`src/rtl/tlc_pkg.sv`:
```
// rtl/tlc_pkg.sv - shared types for the traffic light controller and its sensor conditioner
// Contents:
//   light_t        light state encoding shared with the controller FSM
//   db_state_t     per-channel debounce state
//   NUM_APPROACHES number of approaches (detectors / lights)
package tlc_pkg;

  typedef enum logic [1:0] {
    RED    = 2'b00,
    GREEN  = 2'b01,
    YELLOW = 2'b10
  } light_t;

  typedef enum logic [1:0] {
    LOW  = 2'b00,
    RISE = 2'b01,
    HIGH = 2'b10,
    FALL = 2'b11
  } db_state_t;

  localparam int NUM_APPROACHES = 3;

endpackage

```
`src/rtl/tlc_debounce.sv`:
```
// rtl/tlc_debounce.sv - two-flop synchronizer plus debounce FSM for one detector loop
// Ports:
//   clk  system clock
//   rst  asynchronous active-high reset
//   raw  raw detector level, asynchronous to clk
//   det  debounced level, registered
module tlc_debounce
  import tlc_pkg::*;
#(
  parameter int DEBOUNCE_CYCLES = 4
) (
  input  logic clk,
  input  logic rst,
  input  logic raw,
  output logic det
);

  localparam int CNT_W = $clog2(DEBOUNCE_CYCLES + 1);
  localparam logic [CNT_W-1:0] CNT_MAX = CNT_W'(DEBOUNCE_CYCLES);
  localparam logic [CNT_W-1:0] CNT_ONE = CNT_W'(1);

  logic             meta;
  logic             sync;
  db_state_t        state;
  logic [CNT_W-1:0] cnt;
  logic [CNT_W-1:0] cnt_inc;

  // Nothing but these two flops may see raw.
  always_ff @(posedge clk or posedge rst) begin
    if (rst) begin
      meta <= 1'b0;
      sync <= 1'b0;
    end else begin
      meta <= raw;
      sync <= meta;
    end
  end

  // Saturating increment: the count never wraps past the threshold.
  assign cnt_inc = (cnt == CNT_MAX) ? cnt : cnt + CNT_ONE;

  always_ff @(posedge clk or posedge rst) begin
    if (rst) begin
      state <= LOW;
      cnt   <= '0;
      det   <= 1'b0;
    end else begin
      case (state)
        LOW: begin
          if (sync) begin
            state <= RISE;
            cnt   <= CNT_ONE;
          end
        end
        RISE: begin
          if (!sync) begin
            state <= LOW;
            cnt   <= '0;
          end else if (cnt_inc == CNT_MAX) begin
            state <= HIGH;
            cnt   <= '0;
            det   <= 1'b1;
          end else begin
            cnt <= cnt_inc;
          end
        end
        HIGH: begin
          if (!sync) begin
            state <= FALL;
            cnt   <= CNT_ONE;
          end
        end
        FALL: begin
          if (sync) begin
            state <= HIGH;
            cnt   <= '0;
          end else if (cnt_inc == CNT_MAX) begin
            state <= LOW;
            cnt   <= '0;
            det   <= 1'b0;
          end else begin
            cnt <= cnt_inc;
          end
        end
        default: begin
          state <= LOW;
          cnt   <= '0;
          det   <= 1'b0;
        end
      endcase
    end
  end

endmodule

```
`src/rtl/tlc_sensor_conditioner.sv`:
```
// rtl/tlc_sensor_conditioner.sv - debounced, latched vehicle requests S1..S3 for the controller FSM
// Optional feature macro: TLC_STUCK_DETECT_EN (stuck-detector flagging, adds Fault port)
// Ports:
//   Clock     system clock
//   Reset     asynchronous active-high reset
//   D1..D3    raw detector loops, asynchronous to Clock
//   L1..L3    light states fed back from the controller FSM
//   S1..S3    registered conditioned requests
//   Fault     per-approach stuck flag (TLC_STUCK_DETECT_EN only)
module tlc_sensor_conditioner
  import tlc_pkg::*;
#(
  parameter int DEBOUNCE_CYCLES = 4
`ifdef TLC_STUCK_DETECT_EN
  , parameter int STUCK_CYCLES = 1000
`endif
) (
  input  logic       Clock,
  input  logic       Reset,
  input  logic       D1,
  input  logic       D2,
  input  logic       D3,
  input  light_t     L1,
  input  light_t     L2,
  input  light_t     L3,
  output logic       S1,
  output logic       S2,
  output logic       S3
`ifdef TLC_STUCK_DETECT_EN
  , output logic [2:0] Fault
`endif
);

  localparam int N = NUM_APPROACHES;

  logic [N-1:0] raw;
  logic [N-1:0] det;
  logic [N-1:0] det_q;
  logic [N-1:0] green;
  logic [N-1:0] req;
  logic [N-1:0] req_next;
  logic [N-1:0] level;
  logic [N-1:0] s_q;

  assign raw   = {D3, D2, D1};
  assign green = {L3 == GREEN, L2 == GREEN, L1 == GREEN};

  for (genvar g = 0; g < N; g++) begin : g_db
    tlc_debounce #(
      .DEBOUNCE_CYCLES(DEBOUNCE_CYCLES)
    ) u_db (
      .clk(Clock),
      .rst(Reset),
      .raw(raw[g]),
      .det(det[g])
    );
  end

  // A green light means the approach is being served, so clear beats a
  // simultaneous rising edge; a still-present vehicle keeps S up via det.
  always_comb begin
    req_next = req;
    for (int i = 0; i < N; i++) begin
      if (green[i]) begin
        req_next[i] = 1'b0;
      end else if (det[i] && !det_q[i]) begin
        req_next[i] = 1'b1;
      end
    end
  end

`ifdef TLC_STUCK_DETECT_EN
  localparam int STK_W = $clog2(STUCK_CYCLES + 1);
  localparam logic [STK_W-1:0] STK_MAX = STK_W'(STUCK_CYCLES);
  localparam logic [STK_W-1:0] STK_ONE = STK_W'(1);

  logic [STK_W-1:0] stuck_cnt [N];
  logic [N-1:0]     fault;

  always_ff @(posedge Clock or posedge Reset) begin
    if (Reset) begin
      for (int i = 0; i < N; i++) begin
        stuck_cnt[i] <= '0;
      end
      fault <= '0;
    end else begin
      for (int i = 0; i < N; i++) begin
        if (!det[i]) begin
          stuck_cnt[i] <= '0;
          fault[i]     <= 1'b0;
        end else if (stuck_cnt[i] != STK_MAX) begin
          stuck_cnt[i] <= stuck_cnt[i] + STK_ONE;
          if (stuck_cnt[i] + STK_ONE == STK_MAX) begin
            fault[i] <= 1'b1;
          end
        end
      end
    end
  end

  // A stuck loop can no longer hold its request up by level alone.
  assign level = det & ~fault;
  assign Fault = fault;
`else
  assign level = det;
`endif

  always_ff @(posedge Clock or posedge Reset) begin
    if (Reset) begin
      det_q <= '0;
      req   <= '0;
      s_q   <= '0;
    end else begin
      det_q <= det;
      req   <= req_next;
      s_q   <= req_next | level;
    end
  end

  assign S1 = s_q[0];
  assign S2 = s_q[1];
  assign S3 = s_q[2];

endmodule

```
`config.mk`:
```
export PLATFORM = sky130hd
export DESIGN_NAME = tlc_sensor_conditioner
export DESIGN_NICKNAME = d
export VERILOG_FILES = /design/src/rtl/tlc_pkg.sv /design/src/rtl/tlc_debounce.sv /design/src/rtl/tlc_sensor_conditioner.sv
export SDC_FILE = /design/constraint.sdc
export NUM_CORES = 1
export LEC_CHECK = 0
export CORE_AREA = 2 2 63 65
export CTS_CLUSTER_SIZE = 16
export DETAILED_ROUTE_END_ITERATION = 8
export DIE_AREA = 0 0 65 67
export MAX_ROUTING_LAYER = met4
export PLACE_DENSITY = 0.66
export SYNTH_ARGS = -nofsm -noshare
export SYNTH_HDL_FRONTEND = slang
export SYNTH_SLANG_ARGS = --single-unit
```
`constraint.sdc`:
```
create_clock -name Clock -period 2.4 [get_ports Clock]
set_input_delay 0.36 -clock Clock [delete_from_list [all_inputs] [get_ports Clock]]
set_output_delay 0.36 -clock Clock [all_outputs]
set_load 0.03 [all_outputs]
```
==> results.sh <==
export IMPL_power_density_mw_per_mm2=1120
export IMPL_ys_warn_count=0
export IMPL_cts_resized=0
export IMPL_boundaryPins=14
export IMPL_cp_data_required_time_ns=2.56
export IMPL_maxCapViolations=0
export IMPL_core_area_mm2=0.00361
export IMPL_tightest_slew_ns=0.450
export IMPL_rows=22
export IMPL_startpoint_type="flip-flop"
export IMPL_critPathKind="reg -> reg"
export IMPL_slowest_stage="dfrtp_1"
export IMPL_synth_seq_cells=33
export IMPL_slew_viol_final=0
export IMPL_antenna_cells=0
export IMPL_grt_first_pass_wirelength_um=4480
export IMPL_portBuffers=13
export IMPL_finClkSkew_ns=0.00562
export IMPL_wl_per_cell_um=11.8
export IMPL_grt_max_degree=34
export IMPL_die_w_um=65
export IMPL_place_hpwl_um=1840
export IMPL_drt_initial_drc_count=42
export IMPL_critPathMaxFanout=8
export IMPL_critPathMaxStageDelay_ns=0.45
export IMPL_yosys_area_top_type_share_pct=52.5
export IMPL_multi_input_area_um2=696
export IMPL_first_global_vias=1071
export IMPL_cts_buffer_depth=2
export IMPL_tritoncts="built"
export IMPL_period_minus_slack_ns=1.78
export IMPL_cp_arrival_ns=1.94
export IMPL_clk_pin_slew_worst_paths_ns=0.06
export IMPL_fillers=300
export IMPL_regArea_um2=826
export IMPL_period_share_pct=74.2
export IMPL_synth_cell_types=37
export IMPL_grt_overflow_total=0
export IMPL_relSlewSlack_pct=69.8
export IMPL_routed_wl_um=2500
export IMPL_max_freq_mhz=562
export IMPL_drc_errors=0
export IMPL_async_reset_ff_share_pct=100
export IMPL_tns_ns=0
export IMPL_synth_area_mm2=0.00157
export IMPL_cts_setup_buffers=0
export IMPL_detail_route_antenna_nets=0
export IMPL_final_common_cell="dfrtp_1"
export IMPL_crit_path_cell_trace="inv_1 -> ha_1 -> nand2b_1 -> a31oi_2 -> mux2_2"
export IMPL_syn_to_final_growth_pct=19.0
export IMPL_grt_usage_pct=14.1
export IMPL_cp_top_family="flip-flops"
export IMPL_place_area_mm2=0.00177
export IMPL_fin_area_mm2=0.00187
export IMPL_globalplace_congestion=0.787
export IMPL_numClockSinks=33
export IMPL_cts_inserted_buffers=5
export IMPL_final_hold_viol_count=0
export IMPL_design_die_area_mm2=0.00436
export IMPL_avgSynthCellArea_um2=11.0
export IMPL_yosys_area_top_type="dfrtp_1"
export IMPL_ir_worst_vdd_mv=0.401
export IMPL_ys_flop_type="dfrtp_1"
export IMPL_fin_nets=181
export IMPL_layout_drive_gt1_share_pct=13.3
export IMPL_antenna_found_initial=0
export IMPL_start_util_pct=43.7
export IMPL_vias_per_cell=5.01
export IMPL_drtPass1Iterations=4
export IMPL_rsz0062_at_grt="false"
export IMPL_cts_root_buf="clkbuf_8"
export IMPL_layout_common_cells="dfrtp_1 (33), nand2_1 (14), inv_1 (14)"
export IMPL_via_count=1067
export IMPL_synth_edff_count=0
export IMPL_synth_area_leaders="dfrtp_1 (52%), ha_1 (4.8%), inv_1 (3.3%)"
export IMPL_h_tree_depth=2
export IMPL_cp_end_kind="flip-flop"
export IMPL_status="complete, no violations"
export IMPL_seq_area_frac_synth_pct=52.5
export IMPL_die_h_um=67
export IMPL_holdCritPathClass="reg -> reg"
export IMPL_p_leak_nw=0.852
export IMPL_hold_buffers=0
export IMPL_synth_net_count=160
export IMPL_path_buf_inv=1
export IMPL_setup_violations=0
export IMPL_clock_latency_ns=0.28
export IMPL_synthCells=143
==> stage by stage <==
| step | util [%] | setup slack [ns] | std cells | power, mW | hold WS, ns |
|---|---|---|---|---|---|
| global route | 51.9 | 0.498 | 213 | 2.28 | 0.369 |
| global placement | 49.1 | 0.742 | 205 | 1.61 | 0.333 |
| CTS | 51.9 | 0.618 | 213 | 2.13 | 0.354 |
| detailed placement | 49.1 | 0.628 | 205 | 1.67 | 0.340 |
| finish | 51.9 | 0.619 | 213 | 2.10 | 0.353 |
| floorplan | - | 0.785 | 143 | 1.47 | 0.331 |
==> sequential cells by signal (all words and copies together) (netlist names), named ones only <==
name,flops
g_db.u_db.cnt,9
g_db.u_db.meta,3
s_q,3
g_db.u_db.state,3
req,3
g_db.u_db.sync,3
g_db.u_db.det,3
det_q,3
==> layer usage <==
metal / GRT usage [%] / routed length (µm)
met1: 15.2 / 1150
met2: 23.5 / 1250
met5: - / 0
met3: 5.57 / 77
met4: 5.59 / 29
==> kinds of logic after synthesis <==
| family | Yosys count | synth area share (%) |
|---|---|---|
| mux | 5 | 3.58 |
| fa+ha+maj | 6 | 4.77 |
| buf+inv | 14 | 3.34 |
| xor+xnor | 7 | 3.90 |
| simple gates | 46 | 18.0 |
| flops | 33 | 52.5 |
| compound gates | 32 | 14.0 |
==> path summary, 6_finish.rpt <==
kind                            cells after the start                             from  slack, ns                     endpoint
max in group asynchronous                           3                            Reset       1.64  g_db[1].u_db.meta$_DFF_PP0_
min in group asynchronous                           3                            Reset       0.46             s_q[0]$_DFF_PP0_
worst min register to register                      0      g_db[1].u_db.meta$_DFF_PP0_       0.35  g_db[1].u_db.sync$_DFF_PP0_
worst max register to register                      5  g_db[1].u_db.cnt[0]$_DFFE_PP0P_       0.62                    flip-flop
worst min-delay path                                0      g_db[1].u_db.meta$_DFF_PP0_       0.35  g_db[1].u_db.sync$_DFF_PP0_
worst max-delay path                                5  g_db[1].u_db.cnt[0]$_DFFE_PP0P_       0.62                    flip-flop
==> power breakdown <==
part,total (mW),switching [mW],internal [mW]
registers,0.912,0.183,0.729
logic,0.749,0.379,0.370
clock network,0.444,0.185,0.259
total,2.10,0.747,1.36
==> final cells by class <==
cell class / instances / share of cell area [%]
timing repair buffer: 14 / 7.35
tap: 48 / 3.21
inverter: 14 / 2.81
multi-input combinational: 96 / 37.1
clock buffer: 7 / 5.14
sequential: 33 / 44.1
clock inverter: 1 / 0.267
==> cells in the mapped netlist (3+ instances only) <==
library cell,number
a21oi_1,10
dfrtp_1,33
ha_1,6
inv_1,14
mux2i_1,3
nand2_1,14
nand3b_1,7
nor2_1,4
nor3b_1,3
o21ai_0,4
o22ai_1,4
o31ai_1,4
or2_2,4
xnor2_1,5
No activity file was read; power rests on OpenSTA's default activity.
